[config.mk]
export PLATFORM = sky130hd
export DESIGN_NAME = exponent_adjust
export DESIGN_NICKNAME = d
export VERILOG_FILES = /design/src/rtl/exponent_adjust.sv
export SDC_FILE = /design/constraint.sdc
export NUM_CORES = 1
export LEC_CHECK = 0
export CAP_MARGIN = 20
export CORE_MARGIN = 3
export CORE_UTILIZATION = 46
export DETAILED_ROUTE_END_ITERATION = 7
export HOLD_SLACK_MARGIN = 0.02
export PLACE_DENSITY = 0.87
export RECOVER_POWER = 25
export SYNTH_ARGS = -nofsm -noshare
export SYNTH_HDL_FRONTEND = slang
export SYNTH_SLANG_ARGS = --single-unit
export TNS_END_PERCENT = 100
[constraint.sdc]
create_clock -name clk -period 2.3 [get_ports clk]
set_input_delay 0.46 -clock clk [delete_from_list [all_inputs] [get_ports clk]]
set_output_delay 0.46 -clock clk [all_outputs]
set_load 0.005 [all_outputs]
[src/rtl/exponent_adjust.sv]
// -----------------------------------------------------------------------------
// exponent_adjust
//
// Final exponent stage of the FP multiply/divide datapath. It takes the biased
// intermediate exponent from exponent_logic and applies the mantissa
// normalisation correction: +1 after a product carry, -1 after a quotient
// left-shift. It then range-checks the result and produces the 8-bit
// single-precision exponent with overflow and underflow flags.
//
// The block is a two-entry valid/ready pipeline:
//   S1 holds the corrected exponent (IW+1 bits, signed).
//   S2 holds the classified result.
// Two saturating counters record the overflow and underflow results that are
// actually delivered downstream.
//
// Ports
//   clk        rising-edge clock
//   arst       synchronous active-high reset (name kept for upstream compat)
//   in_valid   upstream data valid          in_ready   block can accept
//   e_in       biased exponent, two's complement, IW bits
//   norm_inc   add 1 to the exponent        norm_dec   subtract 1
//   out_valid  result valid                 out_ready  downstream accepts
//   e_out      final exponent, EW bits
//   ovf        result saturated to all-ones (infinity)
//   unf        result flushed to zero
//   cnt_clr    synchronous clear of both counters; wins over an increment
//   ovf_cnt    saturating count of delivered ovf results
//   unf_cnt    saturating count of delivered unf results
// -----------------------------------------------------------------------------
module exponent_adjust #(
    parameter int EW   = 8,
    parameter int IW   = 10,
    parameter int EMAX = 255,
    parameter int CW   = 16
) (
    input  logic          clk,
    input  logic          arst,
    input  logic          in_valid,
    output logic          in_ready,
    input  logic [IW-1:0] e_in,
    input  logic          norm_inc,
    input  logic          norm_dec,
    output logic          out_valid,
    input  logic          out_ready,
    output logic [EW-1:0] e_out,
    output logic          ovf,
    output logic          unf,
    input  logic          cnt_clr,
    output logic [CW-1:0] ovf_cnt,
    output logic [CW-1:0] unf_cnt
);

    // One extra bit so that e_in at its positive limit plus the +1
    // correction cannot wrap into the negative range.
    localparam int SW = IW + 1;

    localparam logic signed [SW-1:0] EMAX_S = SW'(EMAX);
    localparam logic signed [SW-1:0] ZERO_S = '0;

    // ------------------------------------------------------------------
    // Pipeline state
    // ------------------------------------------------------------------
    logic                 s1_valid_q, s1_valid_d;
    logic signed [SW-1:0] s1_e_q, s1_e_d;

    logic                 s2_valid_q, s2_valid_d;
    logic [EW-1:0]        e_out_q, e_out_d;
    logic                 ovf_q, ovf_d;
    logic                 unf_q, unf_d;

    logic                 s2_load;
    logic                 out_xfer;
    logic signed [SW-1:0] e_sum;

    // S2 can take a new entry when it is empty or is being drained this
    // cycle. S1 follows the same rule, using S2's readiness, so a full pipe
    // still takes one input per cycle without a bubble.
    assign out_xfer = s2_valid_q & out_ready;
    assign s2_load  = ~s2_valid_q | out_ready;
    assign in_ready = ~s1_valid_q | s2_load;

    // Two's-complement sign extension followed by the correction. When both
    // norm_inc and norm_dec are set, the two corrections cancel.
    assign e_sum = {e_in[IW-1], e_in} + SW'(norm_inc) - SW'(norm_dec);

    always_comb begin
        s1_valid_d = s1_valid_q;
        s1_e_d     = s1_e_q;
        if (in_ready) begin
            s1_valid_d = in_valid;
            if (in_valid) begin
                s1_e_d = e_sum;
            end
        end
    end

    // Classification. Overflow is tested first, so EMAX itself saturates.
    // Zero and negative values flush to zero because subnormals are not
    // produced here. The data fields keep their last value when S2 drains
    // without a refill, so only the valid bit changes.
    always_comb begin
        s2_valid_d = s2_valid_q;
        e_out_d    = e_out_q;
        ovf_d      = ovf_q;
        unf_d      = unf_q;
        if (s2_load) begin
            s2_valid_d = s1_valid_q;
            if (s1_valid_q) begin
                if (s1_e_q >= EMAX_S) begin
                    e_out_d = {EW{1'b1}};
                    ovf_d   = 1'b1;
                    unf_d   = 1'b0;
                end else if (s1_e_q <= ZERO_S) begin
                    e_out_d = '0;
                    ovf_d   = 1'b0;
                    unf_d   = 1'b1;
                end else begin
                    e_out_d = s1_e_q[EW-1:0];
                    ovf_d   = 1'b0;
                    unf_d   = 1'b0;
                end
            end
        end
    end

    always_ff @(posedge clk) begin
        if (arst) begin
            s1_valid_q <= 1'b0;
            s1_e_q     <= '0;
            s2_valid_q <= 1'b0;
            e_out_q    <= '0;
            ovf_q      <= 1'b0;
            unf_q      <= 1'b0;
        end else begin
            s1_valid_q <= s1_valid_d;
            s1_e_q     <= s1_e_d;
            s2_valid_q <= s2_valid_d;
            e_out_q    <= e_out_d;
            ovf_q      <= ovf_d;
            unf_q      <= unf_d;
        end
    end

    assign out_valid = s2_valid_q;
    assign e_out     = e_out_q;
    assign ovf       = ovf_q;
    assign unf       = unf_q;

    // ------------------------------------------------------------------
    // Exception counters: index 0 counts ovf, index 1 counts unf.
    // Each counter only counts results that are handed downstream.
    // ------------------------------------------------------------------
    logic [1:0] cnt_flag;
    assign cnt_flag = {unf_q, ovf_q};

    for (genvar gi = 0; gi < 2; gi++) begin : g_cnt
        logic [CW-1:0] cnt_q, cnt_d;

        always_comb begin
            cnt_d = cnt_q;
            if (cnt_clr) begin
                cnt_d = '0;
            end else if (out_xfer && cnt_flag[gi] && (cnt_q != {CW{1'b1}})) begin
                cnt_d = cnt_q + 1'b1;
            end
        end

        always_ff @(posedge clk) begin
            if (arst) begin
                cnt_q <= '0;
            end else begin
                cnt_q <= cnt_d;
            end
        end
    end

    assign ovf_cnt = g_cnt[0].cnt_q;
    assign unf_cnt = g_cnt[1].cnt_q;

endmodule

==> results of run 1 <==
[routing by layer]
layer  global-route usage (%)  up-vias  wire length (um)
li1                         -     1416                 -
met3                     2.79        8               325
met4                     5.61        0                70
met1                     21.9     1313              2900
met5                        0        -                 0
met2                     35.1       82              3560
[cell usage in the layout, fill, tap and decap left out, drive strengths merged, types with 4 or more instances in the layout]
master and instances:
nor3 20, xnor2 18, clkbuf 7, xor2 6
dlygate4sd3 15, and4 4, clkdlybuf4s50 43, dfxtp 55
nand4 11, a31oi 9, nor4 9, a21oi 29
nor2 41, buf 12, o21ai 12, ha 13
and3 7, nand2 28, nand3 16, or3 4
inv 19, nor3b 9
[final timing paths]
path | start | end | slack (ns) | cells after the start
min | s1_valid_q | out_valid | 0.48 | 2
max reg2reg | unf_cnt[7] | unf_cnt[0] | 0.41 | 5
max | out_ready | in_ready | 0.07 | 3
min reg2reg | s1_valid_q | out_valid | 0.48 | 2
[registers in the layout, summed over array words and instances (netlist names)]
name        cells
s1_valid_q      1
e_out           8
s1_e_q         11
unf             1
out_valid       1
ovf_cnt        16
ovf             1
unf_cnt        16
[cell families (layout without fill, tap and decap cells)]
kind of cell    Yosys count  count (layout)  share of synthesized area [%]
compound gates           66              66                           14.0
xor+xnor                 24              24                           7.17
fa+ha+maj                14              14                           6.23
buf+inv                  31             101                           4.05
flops                    55              55                           37.5
mux                       2               2                          0.683
simple gates            163             163                           30.3
[worst max-delay path, stage by stage]
cell and delay [ns]:
clkdlybuf4s50_1 0.57, nand3b_1 0.21, clkdlybuf4s50_1 0.54
[Yosys cell counts, types with 3 or more instances]
cell | number | area (um^2)
dfxtp_1 | 55 | 1100
nor2_1 | 41 | 154
a21oi_1 | 29 | 145
nand2_1 | 28 | 105
nor3_1 | 20 | 100
inv_1 | 18 | 67.6
xnor2_1 | 18 | 158
nand3_1 | 14 | 70.1
ha_1 | 13 | 163
o21ai_0 | 12 | 60.1
nand4_1 | 11 | 68.8
a31oi_1 | 9 | 56.3
clkbuf_1 | 9 | 33.8
nor3b_1 | 9 | 67.6
nor4_1 | 7 | 43.8
and3_1 | 6 | 37.5
xor2_1 | 6 | 52.6
and4_1 | 4 | 35.0
nand3b_1 | 3 | 22.5
nor2b_1 | 3 | 18.8
nor4b_1 | 3 | 26.3
o31ai_1 | 3 | 22.5
or3_1 | 3 | 18.8
[power by group]
group	internal [mW]	switching (mW)	leakage (nW)
registers	0.986	0.0336	0.446
clock network	0.219	0.323	0.0485
logic	0.143	0.146	0.893
total	1.35	0.502	1.39
[stage by stage]
step	utilization [%]	hold slack [ns]	power (mW)	setup TNS (ns)	cell area [um^2]
finish	62.7	0.482	1.85	0	3800
global route	62.7	0.523	1.94	0	3800
CTS	62.3	0.493	1.86	0	3780
detailed placement	60.5	0.478	1.32	-2.35	3660
global placement	60.5	0.445	1.31	-1.88	3660
floorplan	-	0.439	1.20	0	2940
[timing repair]
| item | 4_1_cts | 5_1_grt |
|---|---|---|
| resized for setup | 7 | 4 |
| pin swaps | 6 | 6 |
| endpoints found under the setup margin | 4 | 3 |
| buffers inserted | 1 | 2 |
[final cells by class]
class | count | area [um^2]
multi-input combinational | 269 | 1750
clock inverter | 3 | 22.5
fill | 528 | 2260
tap | 75 | 93.8
clock buffer | 5 | 68.8
timing repair buffer | 74 | 697
inverter | 19 | 71.3
sequential | 55 | 1100
==> flow_metrics.tcl, run 1 <==
set metrics [dict create \
    grt_pass1_wl_um 11600 \
    viasPerCell 5.64 \
    numCtsBuffers 5 \
    antenna_found_initial 0 \
    drcViolationCount 0 \
    die_y_um 85.8 \
    die_w_um 85.8 \
    yosysSeqAreaShare_pct 37.5 \
    syn_area_um2 2930 \
    rows 28 \
    antenna_cells 0 \
    p_leak_nw 1.39 \
    gp_congestion 0.876 \
    cts_tree "built" \
    synth_seq_cells 55 \
    crit_path_max_fanout 4 \
    drive_above_1_share_pct 8.47 \
    avgSynthCellArea_um2 8.26 \
    area_delta_synth_final_pct 29.7 \
    synth-main-ff-cell "dfxtp_1" \
    clock_latency_ns 0.31 \
    die_area_um2 7370 \
    port_buffers 60 \
    wl_per_cell_um 13.7 \
    first_global_vias 2728 \
    dp_hpwl_um 5180 \
    finalNonFillerCells 500 \
    peakVddDrop_uv 303 \
    timing.fmax_mhz 448 \
    critPathRequiredTime_ns 1.84 \
    synth-edff-count 0 \
    detail-route-antenna-nets 0 \
    p_per_area_nw_per_um2 487 \
    synth_cells 355 \
    slew_violations 0 \
    cts.clk_slew.worst_paths_ns 0.10 \
    core_um2 6060 \
    dp.cells 489 \
    h-tree-depth 2 \
    vias 2819 \
    rsz0062_at_grt "false" \
    cts_sinks 55 \
    ys_async_sr_fraction_pct 0 \
    grt.overflow.total 0 \
    ys_warn_count 0 \
    io_pins 61 \
    period_needed_ns 2.23 \
    synth_nets 386 \
    status "completed" \
    grt_start_max_net_pins 30 \
    cts-root-buf "clkbuf_8" \
    clock_path_buffers 2 \
    cap_violations 0 \
    drt-initial-drc-count 65 \
    synth.distinct_cells 49 \
    path_class "in2out" \
    start_kind "input port" \
    worstMarginPinSlew_ns 0.723 \
    setup_viol 0 \
    fin_skew_ns 0.0160 \
    setup_ws_ns 0.0658 \
    ctsHoldBuffers 0 \
    start_util_pct 48.4 \
    nets 455 \
    min_path_type "reg2reg" \
    critPathCaptureType "primary output" \
    arrival_ns 1.77 \
    wl_um 6850 \
    maxSlewHeadroom_pct 51.8 \
    grt_use_total_pct 18.7 \
    final_hold_viol_count 0 \
    first_pass_iters 4 \
    period_share_pct 97.1 \
    post-place-ws_ns -0.606 \
]
(Power assumes the default switching activity.)
==> run 2: changes to the inputs <==
- RECOVER_POWER: 25 -> not set
==> flow_metrics.tcl, run 2 (synthesis gave the netlist of run 1 again) <==
set metrics [dict create \
    clkPwrFrac_pct 29.2 \
    cts_tree "built" \
    cts-root-buf "clkbuf_8" \
    area_delta_synth_final_pct 29.9 \
    cts.clk_slew.worst_paths_ns 0.10 \
    grt_pass1_wl_um 11600 \
    port_buffers 60 \
    first_global_vias 2728 \
    numCtsBuffers 5 \
    fin_skew_ns 0.0156 \
    die_y_um 85.8 \
    final_common_cell "clkdlybuf4s50_1" \
    maxSlewHeadroom_pct 61.3 \
    final_cell_mix "clkdlybuf4s50_1, dfxtp_1, nor2_1, a21oi_1, nand2_1" \
    peakVddDrop_uv 305 \
    clock_path_buffers 2 \
    cts_sinks 55 \
    period_share_pct 97.0 \
    grt_start_max_net_pins 30 \
    final_hold_viol_count 0 \
    path_buf_inv 2 \
    h-tree-depth 2 \
    start_util_pct 48.4 \
    antenna_cells 0 \
    post-place-ws_ns -0.606 \
    min_path_type "reg2reg" \
    p_comb_share_pct 15.9 \
    slowest_delay_ns 0.57 \
    arrival_ns 1.77 \
    clock_latency_ns 0.31 \
    io_pins 61 \
    cap_violations 0 \
    crit_family "buffers and inverters" \
    wl_per_cell_um 13.8 \
    power_frac_seq_pct 54.9 \
    hold_slack_ns 0.483 \
    status "completed" \
    rows 28 \
    critPathCaptureType "primary output" \
    switching_power_mw 0.504 \
    die_w_um 85.8 \
    drt-initial-drc-count 64 \
    setup_ws_ns 0.0687 \
    drcViolationCount 0 \
    period_needed_ns 2.23 \
    total_power_mw 1.86 \
    cp_common_cell "clkdlybuf4s50_1" \
    core_um2 6060 \
    cp_slowest_cell "clkdlybuf4s50_1" \
    p_per_area_nw_per_um2 488 \
    use_met3_pct 2.79 \
    setup_viol 0 \
    grtUsageMet2_pct 35.1 \
    gp_congestion 0.876 \
    nets 455 \
    met1_usage_pct 21.9 \
    grt_use_total_pct 18.7 \
    wl_um 6880 \
    path_cells "clkdlybuf4s50_1 -> nand3b_1 -> clkdlybuf4s50_1" \
    timing.fmax_mhz 448 \
    antenna_found_initial 0 \
    fill_cells 528 \
    crit_path_max_fanout 4 \
    detail-route-antenna-nets 0 \
    start_kind "input port" \
    top_usage_layer "met2" \
    switching_share_pct 27.1 \
    worstMarginPinSlew_ns 0.576 \
    vias 2822 \
    slew_violations 0 \
    viasPerCell 5.64 \
    first_pass_iters 4 \
    finalNonFillerCells 500 \
    drive_above_1_share_pct 8.94 \
    path_class "in2out" \
    dp_hpwl_um 5180 \
    critPathRequiredTime_ns 1.84 \
    dp.cells 489 \
    p_int_mw 1.35 \
    p_leak_nw 1.35 \
    grt.overflow.total 0 \
    die_area_um2 7370 \
    rsz0062_at_grt "false" \
]
==> run 2: worst reg2reg max path, delay by kind of cell (launching register included) <==
kind,cells,cell delay (ns)
AND/OR/NAND/NOR,3,0.92
AO/OA/AOI/OAI,1,0.21
XOR/XNOR,1,0.17
flip-flops,1,0.45
==> run 2: cell type report <==
cell class,instances,area (um^2),share of cell area (%)
Multi-Input combinational cell,269,1750,45.9
Sequential cell,55,1100,28.9
Timing Repair Buffer,74,704,18.5
Tap cell,75,93.8,2.46
Inverter,19,71.3,1.87
Clock buffer,5,68.8,1.81
Clock inverter,3,22.5,0.591
==> run 2: power groups by stage <==
stage                     Combinational, mW  Sequential (mW)  Clock, mW
final                                 0.295             1.02      0.543
after global routing                  0.327             1.03      0.596
after CTS                             0.286             1.02      0.557
after detailed placement              0.278             1.04          0
after global placement                0.270             1.04          0
after floorplan                       0.172             1.03          0
==> run 2: worst paths after layout <==
path              slack, ns       start  cells past startpoint          to
hold / removal         0.48  s1_valid_q                      2   out_valid
hold reg to reg        0.48  s1_valid_q                      2   out_valid
setup / recovery       0.07   out_ready                      3    in_ready
setup reg to reg       0.41  unf_cnt[6]                      5  unf_cnt[0]
==> run 2: metal layers <==
metal | vias up | routed length, um
met3 | 8 | 299
met4 | 0 | 70
met2 | 66 | 3580
met1 | 1329 | 2930
li1 | 1419 | -
met5 | - | 0
==> run 2: repair_timing <==
| action | 4_1_cts | 5_1_grt |
|---|---|---|
| pin swaps | 6 | 6 |
| endpoints found under the hold margin | 0 | 0 |
| gates resized for setup | 7 | 4 |
| buffers inserted | 1 | 2 |
| hold buffers | 0 | 0 |
| setup endpoints to repair | 4 | 3 |
==> run 2: metrics by stage <==
step | TNS [ns] | instance area [um^2] | util (%)
after floorplan | 0 | 2940 | -
after global placement | -1.88 | 3660 | 60.5
after detailed placement | -2.35 | 3660 | 60.5
after CTS | 0 | 3780 | 62.3
after global routing | 0 | 3810 | 62.9
final | 0 | 3810 | 62.9
